--- src/rtl/menu_pkg.sv ---
// menu_pkg: shared state encodings, default button rectangles and a clog2 helper
package menu_pkg;
  typedef enum logic [1:0] {ST_IDLE, ST_PRESS, ST_WAIT, ST_RUN} state_t;
  localparam logic [23:0] DEF_BTN_X0 = {12'd490, 12'd490};
  localparam logic [23:0] DEF_BTN_X1 = {12'd530, 12'd530};
  localparam logic [23:0] DEF_BTN_Y0 = {12'd630, 12'd600};
  localparam logic [23:0] DEF_BTN_Y1 = {12'd645, 12'd615};
  function automatic int clog2(input int v);
    int r;
    r = 0;
    while ((1 << r) < v) r++;
    return r;
  endfunction
endpackage

--- src/rtl/menu_select_ctrl_if.sv ---
// menu_select_ctrl_if: mouse inputs, game_over and the start/selection outputs of the menu controller
interface menu_select_ctrl_if #(parameter int N_BTN = 2, parameter int SEL_W = 1);
  logic [11:0] mouse_xpos;
  logic [11:0] mouse_ypos;
  logic mouse_left;
  logic game_over;
  logic start_en;
  logic [SEL_W-1:0] mode_sel;
  logic busy;
  logic [N_BTN-1:0] hover;
  modport master (output mouse_xpos, mouse_ypos, mouse_left, game_over, input start_en, mode_sel, busy, hover);
  modport slave (input mouse_xpos, mouse_ypos, mouse_left, game_over, output start_en, mode_sel, busy, hover);
endinterface

--- src/rtl/rect_hit.sv ---
// rect_hit: pointer-inside test against one rectangle, all bounds inclusive
module rect_hit (
  input  logic [11:0] x,
  input  logic [11:0] y,
  input  logic [11:0] x0,
  input  logic [11:0] x1,
  input  logic [11:0] y0,
  input  logic [11:0] y1,
  output logic hit
);
  assign hit = (x >= x0) && (x <= x1) && (y >= y0) && (y <= y1);
endmodule

--- src/rtl/menu_select_ctrl.sv ---
// menu_select_ctrl: click-confirmed button select, delay, then start_en until game_over (optional MENU_HOVER_EN hover flags)
module menu_select_ctrl import menu_pkg::*; #(
  parameter int N_BTN = 2,
  parameter int DELAY_CYCLES = 75_000_000,
  parameter int CNT_W = 27,
  parameter int SEL_W = 1,
  parameter logic [12*N_BTN-1:0] BTN_X0 = DEF_BTN_X0,
  parameter logic [12*N_BTN-1:0] BTN_X1 = DEF_BTN_X1,
  parameter logic [12*N_BTN-1:0] BTN_Y0 = DEF_BTN_Y0,
  parameter logic [12*N_BTN-1:0] BTN_Y1 = DEF_BTN_Y1
) (
  input logic pclk,
  input logic rst,
  menu_select_ctrl_if.slave bus
);
  state_t state, state_n;
  logic [SEL_W-1:0] sel, sel_n, hit_idx;
  logic [CNT_W-1:0] cnt, cnt_n;
  logic ml_q, start_q, busy_q, press, rel, any_hit, sel_hit;
  logic [N_BTN-1:0] hit, hit_sh;
  for (genvar k = 0; k < N_BTN; k++) begin : g_btn
    rect_hit u_hit (
      .x(bus.mouse_xpos), .y(bus.mouse_ypos),
      .x0(BTN_X0[12*k +: 12]), .x1(BTN_X1[12*k +: 12]),
      .y0(BTN_Y0[12*k +: 12]), .y1(BTN_Y1[12*k +: 12]),
      .hit(hit[k])
    );
  end
  assign press = bus.mouse_left & ~ml_q;
  assign rel = ~bus.mouse_left & ml_q;
  assign any_hit = |hit;
  assign hit_sh = hit >> sel;
  assign sel_hit = hit_sh[0];
  // lowest-index button under the pointer wins on overlap
  always_comb begin
    hit_idx = '0;
    for (int k = N_BTN - 1; k >= 0; k--) if (hit[k]) hit_idx = SEL_W'(k);
  end
  // next state, selection and delay counter; a cancel press beats expiry
  always_comb begin
    state_n = state;
    sel_n = sel;
    cnt_n = cnt;
    case (state)
      ST_IDLE: if (press && any_hit) begin
        state_n = ST_PRESS;
        sel_n = hit_idx;
      end
      ST_PRESS: if (rel) begin
        state_n = sel_hit ? ST_WAIT : ST_IDLE;
        sel_n = sel_hit ? sel : '0;
        cnt_n = '0;
      end
      ST_WAIT: if (press && sel_hit) begin
        state_n = ST_IDLE;
        sel_n = '0;
        cnt_n = '0;
      end else if (cnt == CNT_W'(DELAY_CYCLES - 1)) begin
        state_n = ST_RUN;
        cnt_n = '0;
      end else cnt_n = cnt + 1'b1;
      ST_RUN: if (bus.game_over) begin
        state_n = ST_IDLE;
        sel_n = '0;
      end
      default: begin
        state_n = ST_IDLE;
        sel_n = '0;
        cnt_n = '0;
      end
    endcase
  end
  // state and registered outputs, which track the state being entered
  always_ff @(posedge pclk or posedge rst) begin
    if (rst) begin
      state <= ST_IDLE;
      sel <= '0;
      cnt <= '0;
      ml_q <= 1'b0;
      start_q <= 1'b0;
      busy_q <= 1'b0;
    end else begin
      state <= state_n;
      sel <= sel_n;
      cnt <= cnt_n;
      ml_q <= bus.mouse_left;
      start_q <= state_n == ST_RUN;
      busy_q <= state_n == ST_WAIT;
    end
  end
  assign bus.start_en = start_q;
  assign bus.busy = busy_q;
  assign bus.mode_sel = sel;
`ifdef MENU_HOVER_EN
  logic [N_BTN-1:0] hover_q;
  // per-button hover flags, one cycle behind the pointer, in every state
  always_ff @(posedge pclk or posedge rst) begin
    if (rst) hover_q <= '0;
    else hover_q <= hit;
  end
  assign bus.hover = hover_q;
`else
  assign bus.hover = '0;
`endif
endmodule
--- src/flat_wrapper.sv ---
// flat-port wrapper written by rule: the top's interface ports become plain ports
module menu_select_ctrl_flat import menu_pkg::*;
#(
  parameter int N_BTN = 2,
  parameter int DELAY_CYCLES = 75_000_000,
  parameter int CNT_W = 27,
  parameter int SEL_W = 1,
  parameter logic [12*N_BTN-1:0] BTN_X0 = DEF_BTN_X0,
  parameter logic [12*N_BTN-1:0] BTN_X1 = DEF_BTN_X1,
  parameter logic [12*N_BTN-1:0] BTN_Y0 = DEF_BTN_Y0,
  parameter logic [12*N_BTN-1:0] BTN_Y1 = DEF_BTN_Y1
)
  (pclk, rst, bus_mouse_xpos, bus_mouse_ypos, bus_mouse_left, bus_game_over, bus_start_en, bus_mode_sel, bus_busy, bus_hover);
  menu_select_ctrl_if #(.N_BTN(N_BTN), .SEL_W(SEL_W)) bus_i ();
  input logic pclk;
  input logic rst;
  input wire logic [$bits(bus_i.mouse_xpos)-1:0] bus_mouse_xpos;
  input wire logic [$bits(bus_i.mouse_ypos)-1:0] bus_mouse_ypos;
  input wire logic [$bits(bus_i.mouse_left)-1:0] bus_mouse_left;
  input wire logic [$bits(bus_i.game_over)-1:0] bus_game_over;
  output wire logic [$bits(bus_i.start_en)-1:0] bus_start_en;
  output wire logic [$bits(bus_i.mode_sel)-1:0] bus_mode_sel;
  output wire logic [$bits(bus_i.busy)-1:0] bus_busy;
  output wire logic [$bits(bus_i.hover)-1:0] bus_hover;
  assign bus_i.mouse_xpos = bus_mouse_xpos;
  assign bus_i.mouse_ypos = bus_mouse_ypos;
  assign bus_i.mouse_left = bus_mouse_left;
  assign bus_i.game_over = bus_game_over;
  assign bus_start_en = bus_i.start_en;
  assign bus_mode_sel = bus_i.mode_sel;
  assign bus_busy = bus_i.busy;
  assign bus_hover = bus_i.hover;
  menu_select_ctrl #(.N_BTN(N_BTN), .DELAY_CYCLES(DELAY_CYCLES), .CNT_W(CNT_W), .SEL_W(SEL_W), .BTN_X0(BTN_X0), .BTN_X1(BTN_X1), .BTN_Y0(BTN_Y0), .BTN_Y1(BTN_Y1)) u_core (.pclk(pclk), .rst(rst), .bus(bus_i));
endmodule
--- config.mk ---
export PLATFORM = sky130hd
export DESIGN_NAME = menu_select_ctrl_flat
export DESIGN_NICKNAME = d
export VERILOG_FILES = /design/src/rtl/menu_pkg.sv /design/src/rtl/menu_select_ctrl_if.sv /design/src/rtl/rect_hit.sv /design/src/rtl/menu_select_ctrl.sv /design/src/flat_wrapper.sv
export SDC_FILE = /design/constraint.sdc
export NUM_CORES = 1
export LEC_CHECK = 0
export BUFFER_PORTS_ARGS = -buffer_cell sky130_fd_sc_hd__buf_2
export CAP_MARGIN = 10
export CORE_MARGIN = 2
export CORE_UTILIZATION = 55
export DETAILED_ROUTE_END_ITERATION = 10
export PLACE_DENSITY = 0.88
export SYNTH_ARGS = -nofsm -noshare
export SYNTH_HDL_FRONTEND = slang
export SYNTH_SLANG_ARGS = --single-unit
--- constraint.sdc ---
create_clock -name pclk -period 5 [get_ports pclk]
set_input_delay 1.5 -clock pclk [delete_from_list [all_inputs] [get_ports pclk]]
set_output_delay 1.5 -clock pclk [all_outputs]
set_load 0.02 [all_outputs]
==> out/results.tsv <==
stage	metric	value	unit
cells_and_area	synthToLayoutAreaGrowth	12.4	%
grt	grt_pass1_wl	7.98	mm
timing	fin_worst_skew	0.00822	ns
route	first_pass_iters	4	
route	wl	4.48	mm
cts	postCtsHoldBufs	0	
cells_and_area	antenna_cells	0	
power_and_ir_drop	switching_share	32.9	%
synthesis	synthFlopType	dfrtp_1	
placement	placed_area	0.00233	mm²
critical_path	crit_path_start_kind	input port	
cts	clockBufferDepth	2	
critical_path	critPathMaxFanout	25	
die	num_rows	22	
power_and_ir_drop	p_int	0.520	mW
cts	cts_resized	0	
grt	antenna_found_initial	0	
cts	insertion_delay	0.29	ns
cells_and_area	fin_nets	310	
grt	met3_usage	6.25	%
timing	slew_headroom	30.1	%
placement	gp_congestion	0.862	
placement	place.detailed.hpwl	3.19	mm
critical_path	ff2ff_setup_slack	2.60	ns
placement	numPortBuffers	29	
power_and_ir_drop	pwr-share-seq	53.5	%
grt	grtUsageMet2	39.1	%
timing	hold_viol	0	
synthesis	synth-warning-count	0	
synthesis	synth_area_per_cell	8.58	µm²
timing	setup_viol	0	
die	io_pins	33	
timing	drv_slew	0	
route	wl_per_cell	13.6	µm
power_and_ir_drop	ir_worst_vdd	0.258	mV
power_and_ir_drop	clockPowerShare	28.7	%
critical_path	criticalPathCategory	in2reg	
critical_path	reg2reg_to	u_core.cnt[20]	
cts	cts_setup_buffers	0	
critical_path	ff2ff_path_depth	7	
hold_path	holdPathStages	1	
critical_path	cp.arrival	3.48	ns
cts	cts_made_buffers	5	
power_and_ir_drop	power_density	319	mW/mm²
synthesis	ys_seq_area_share	38.2	%
cts	cts_root_buffer	clkbuf_8	
power_and_ir_drop	p_total	0.775	mW
critical_path	rr_startpoint	u_core.cnt[0]	
die	die_w	66.7	µm
die	dieArea	0.00445	mm²
outcome	status	finished clean	
flow_run	drv_cap	0	
die	die_h	66.7	µm
grt	track_usage	23.6	%
cts	clk_pin_slew	0.07	ns
cells_and_area	final_cell_area	0.00243	mm²
grt	gr-total-overflow	0	
hold_path	hold_start	u_core.cnt[25]	
cells_and_area	final_common_cell	dfrtp_1	
hold_path	hold_end	u_core.cnt[25]	
synthesis	synthArstFlopShare	100	%
timing	fin_setup_tns	0	ns
route	ant_nets	0	
critical_path	end_kind	flop	
synthesis	synthCells	252	
synthesis	ys_types	55	
route	drt_iter0_markers	159	
grt	grt_pass1_vias	1889	
power_and_ir_drop	power_frac_comb	17.8	%
die	start_util	58.2	%
grt	gr-max-usage-layer	met2	
synthesis	ys_ff_latch	33	
timing	fin_crit_sh	65.9	%
cts	cts_tree	yes	
timing	rsz0062_at_grt	no	
synthesis	netlist_area	0.00216	mm²
route	via_count	1997	
power_and_ir_drop	netSwitchingPower	0.255	mW
grt	grtUsageMet1	30.1	%
cts	cts.sinks	33	
route	drcViolationCount	0	
cells_and_area	fin_util	65.4	%
cts	cts_max_level	2	
cells_and_area	layout-drive-gt1-share	20.2	%
timing	hold_slack	0.496	ns
power_and_ir_drop	p_leak	1.05	nW
hold_path	min_path_type	reg2reg	
timing	worst_pin_slew	1.05	ns
cells_and_area	layout.cells.most_common_list	dfrtp_1, nand2_1, buf_2	
timing	min_period	3.30	ns
timing	timing.fmax	303	MHz
die	fp.coreArea	0.00372	mm²
critical_path	cp.required	5.18	ns
grt	grt_max_degree	34	
route	drt-vias-per-instance	6.05	
synthesis	synth_edf_count	0	
[through the flow]
step,worst slack (ns),cells
CTS,1.70,330
detailed placement,1.41,322
floorplan,1.80,253
global placement,1.43,322
global route,1.49,330
finish,1.70,330
[state kept, by name, indices dropped and copies added (netlist names)]
register             cells
u_core.bus.busy          1
u_core.bus.mode_sel      1
u_core.bus.start_en      1
u_core.cnt              27
u_core.ml_q              1
u_core.state             2
[cell usage after synthesis, types with 2 or more instances]
cell / count / share of area, %
xnor2_1: 2 / 0.81
nor3b_1: 2 / 0.69
a22o_1: 2 / 0.81
clkbuf_1: 4 / 0.69
a21o_1: 3 / 1.0
nor4b_1: 6 / 2.4
nand4b_1: 2 / 0.81
nor3_1: 3 / 0.69
a31oi_1: 4 / 1.2
nand3_1: 22 / 5.1
dfrtp_1: 33 / 38
o311ai_0: 5 / 2.0
inv_1: 14 / 2.4
buf_4: 2 / 0.69
a211oi_1: 2 / 0.69
or3_2: 7 / 2.4
mux2i_1: 5 / 2.3
buf_2: 2 / 0.46
and4_1: 2 / 0.81
nand4_1: 10 / 2.9
or2_2: 5 / 1.4
a21oi_1: 19 / 4.4
nand2_1: 32 / 5.6
nor2_1: 10 / 1.7
nand2b_1: 3 / 0.87
nand3b_1: 2 / 0.69
o211ai_1: 3 / 1.0
or3_1: 2 / 0.58
o21ai_0: 12 / 2.8
and3_1: 6 / 1.7
or4_1: 2 / 0.69
[per-layer routing]
metal	routed length, µm	part of all wire, %	vias to the layer above
met5	0	0	-
met4	42	0.94	0
met3	144	3.2	4
met2	2190	49	29
met1	2100	47	965
li1	-	-	999
[kinds of logic (layout without fill, tap and decap cells)]
family	Yosys count	in the layout	share of synthesized area (%)
xor gates and xnor gates	2	2	0.810
adders and majority gates	1	1	0.579
other	1	2	0.173
muxes	5	5	2.31
AOI/OAI and AO/OA	62	62	20.4
and+or+nand+nor	124	124	32.5
buffers and inverters	24	53	5.03
DFF	33	33	38.2
[critical path, stage by stage]
cell      delay, ns
buf_2          0.10
nor4b_1        0.29
nand4_1        0.12
o21ai_1        0.59
a311oi_4       0.44
a221o_1        0.43
[power by group through the flow]
stage	Combinational (mW)	Clock (mW)	Sequential, mW
2_1_floorplan	0.105	0	0.398
3_3_place_gp	0.132	0	0.414
3_5_place_dp	0.138	0	0.419
4_1_cts	0.139	0.225	0.413
5_1_grt	0.159	0.238	0.428
6_report	0.138	0.222	0.415
[worst max path at each step]
stage	cells after the start	end	from
after detailed placement	6	u_core.cnt[26]	bus_mouse_ypos[10]
after CTS	6	u_core.cnt[26]	bus_mouse_xpos[9]
after global routing	7	u_core.cnt[17]	bus_mouse_ypos[4]
after global placement	6	u_core.cnt[26]	bus_mouse_ypos[10]
after floorplan	7	u_core.cnt[26]	bus_mouse_xpos[9]
final	6	u_core.cnt[26]	bus_mouse_xpos[9]
[layout make-up]
cell class	instances	area (µm²)
clock buffers	7	96.3
clock inverters	1	5.00
fillers	305	1280
inverters	14	52.6
multi-input cells	196	1230
flip-flops and latches	33	826
well taps	48	60.1
repair buffers	31	160
No activity file was read; power rests on OpenSTA's default activity.
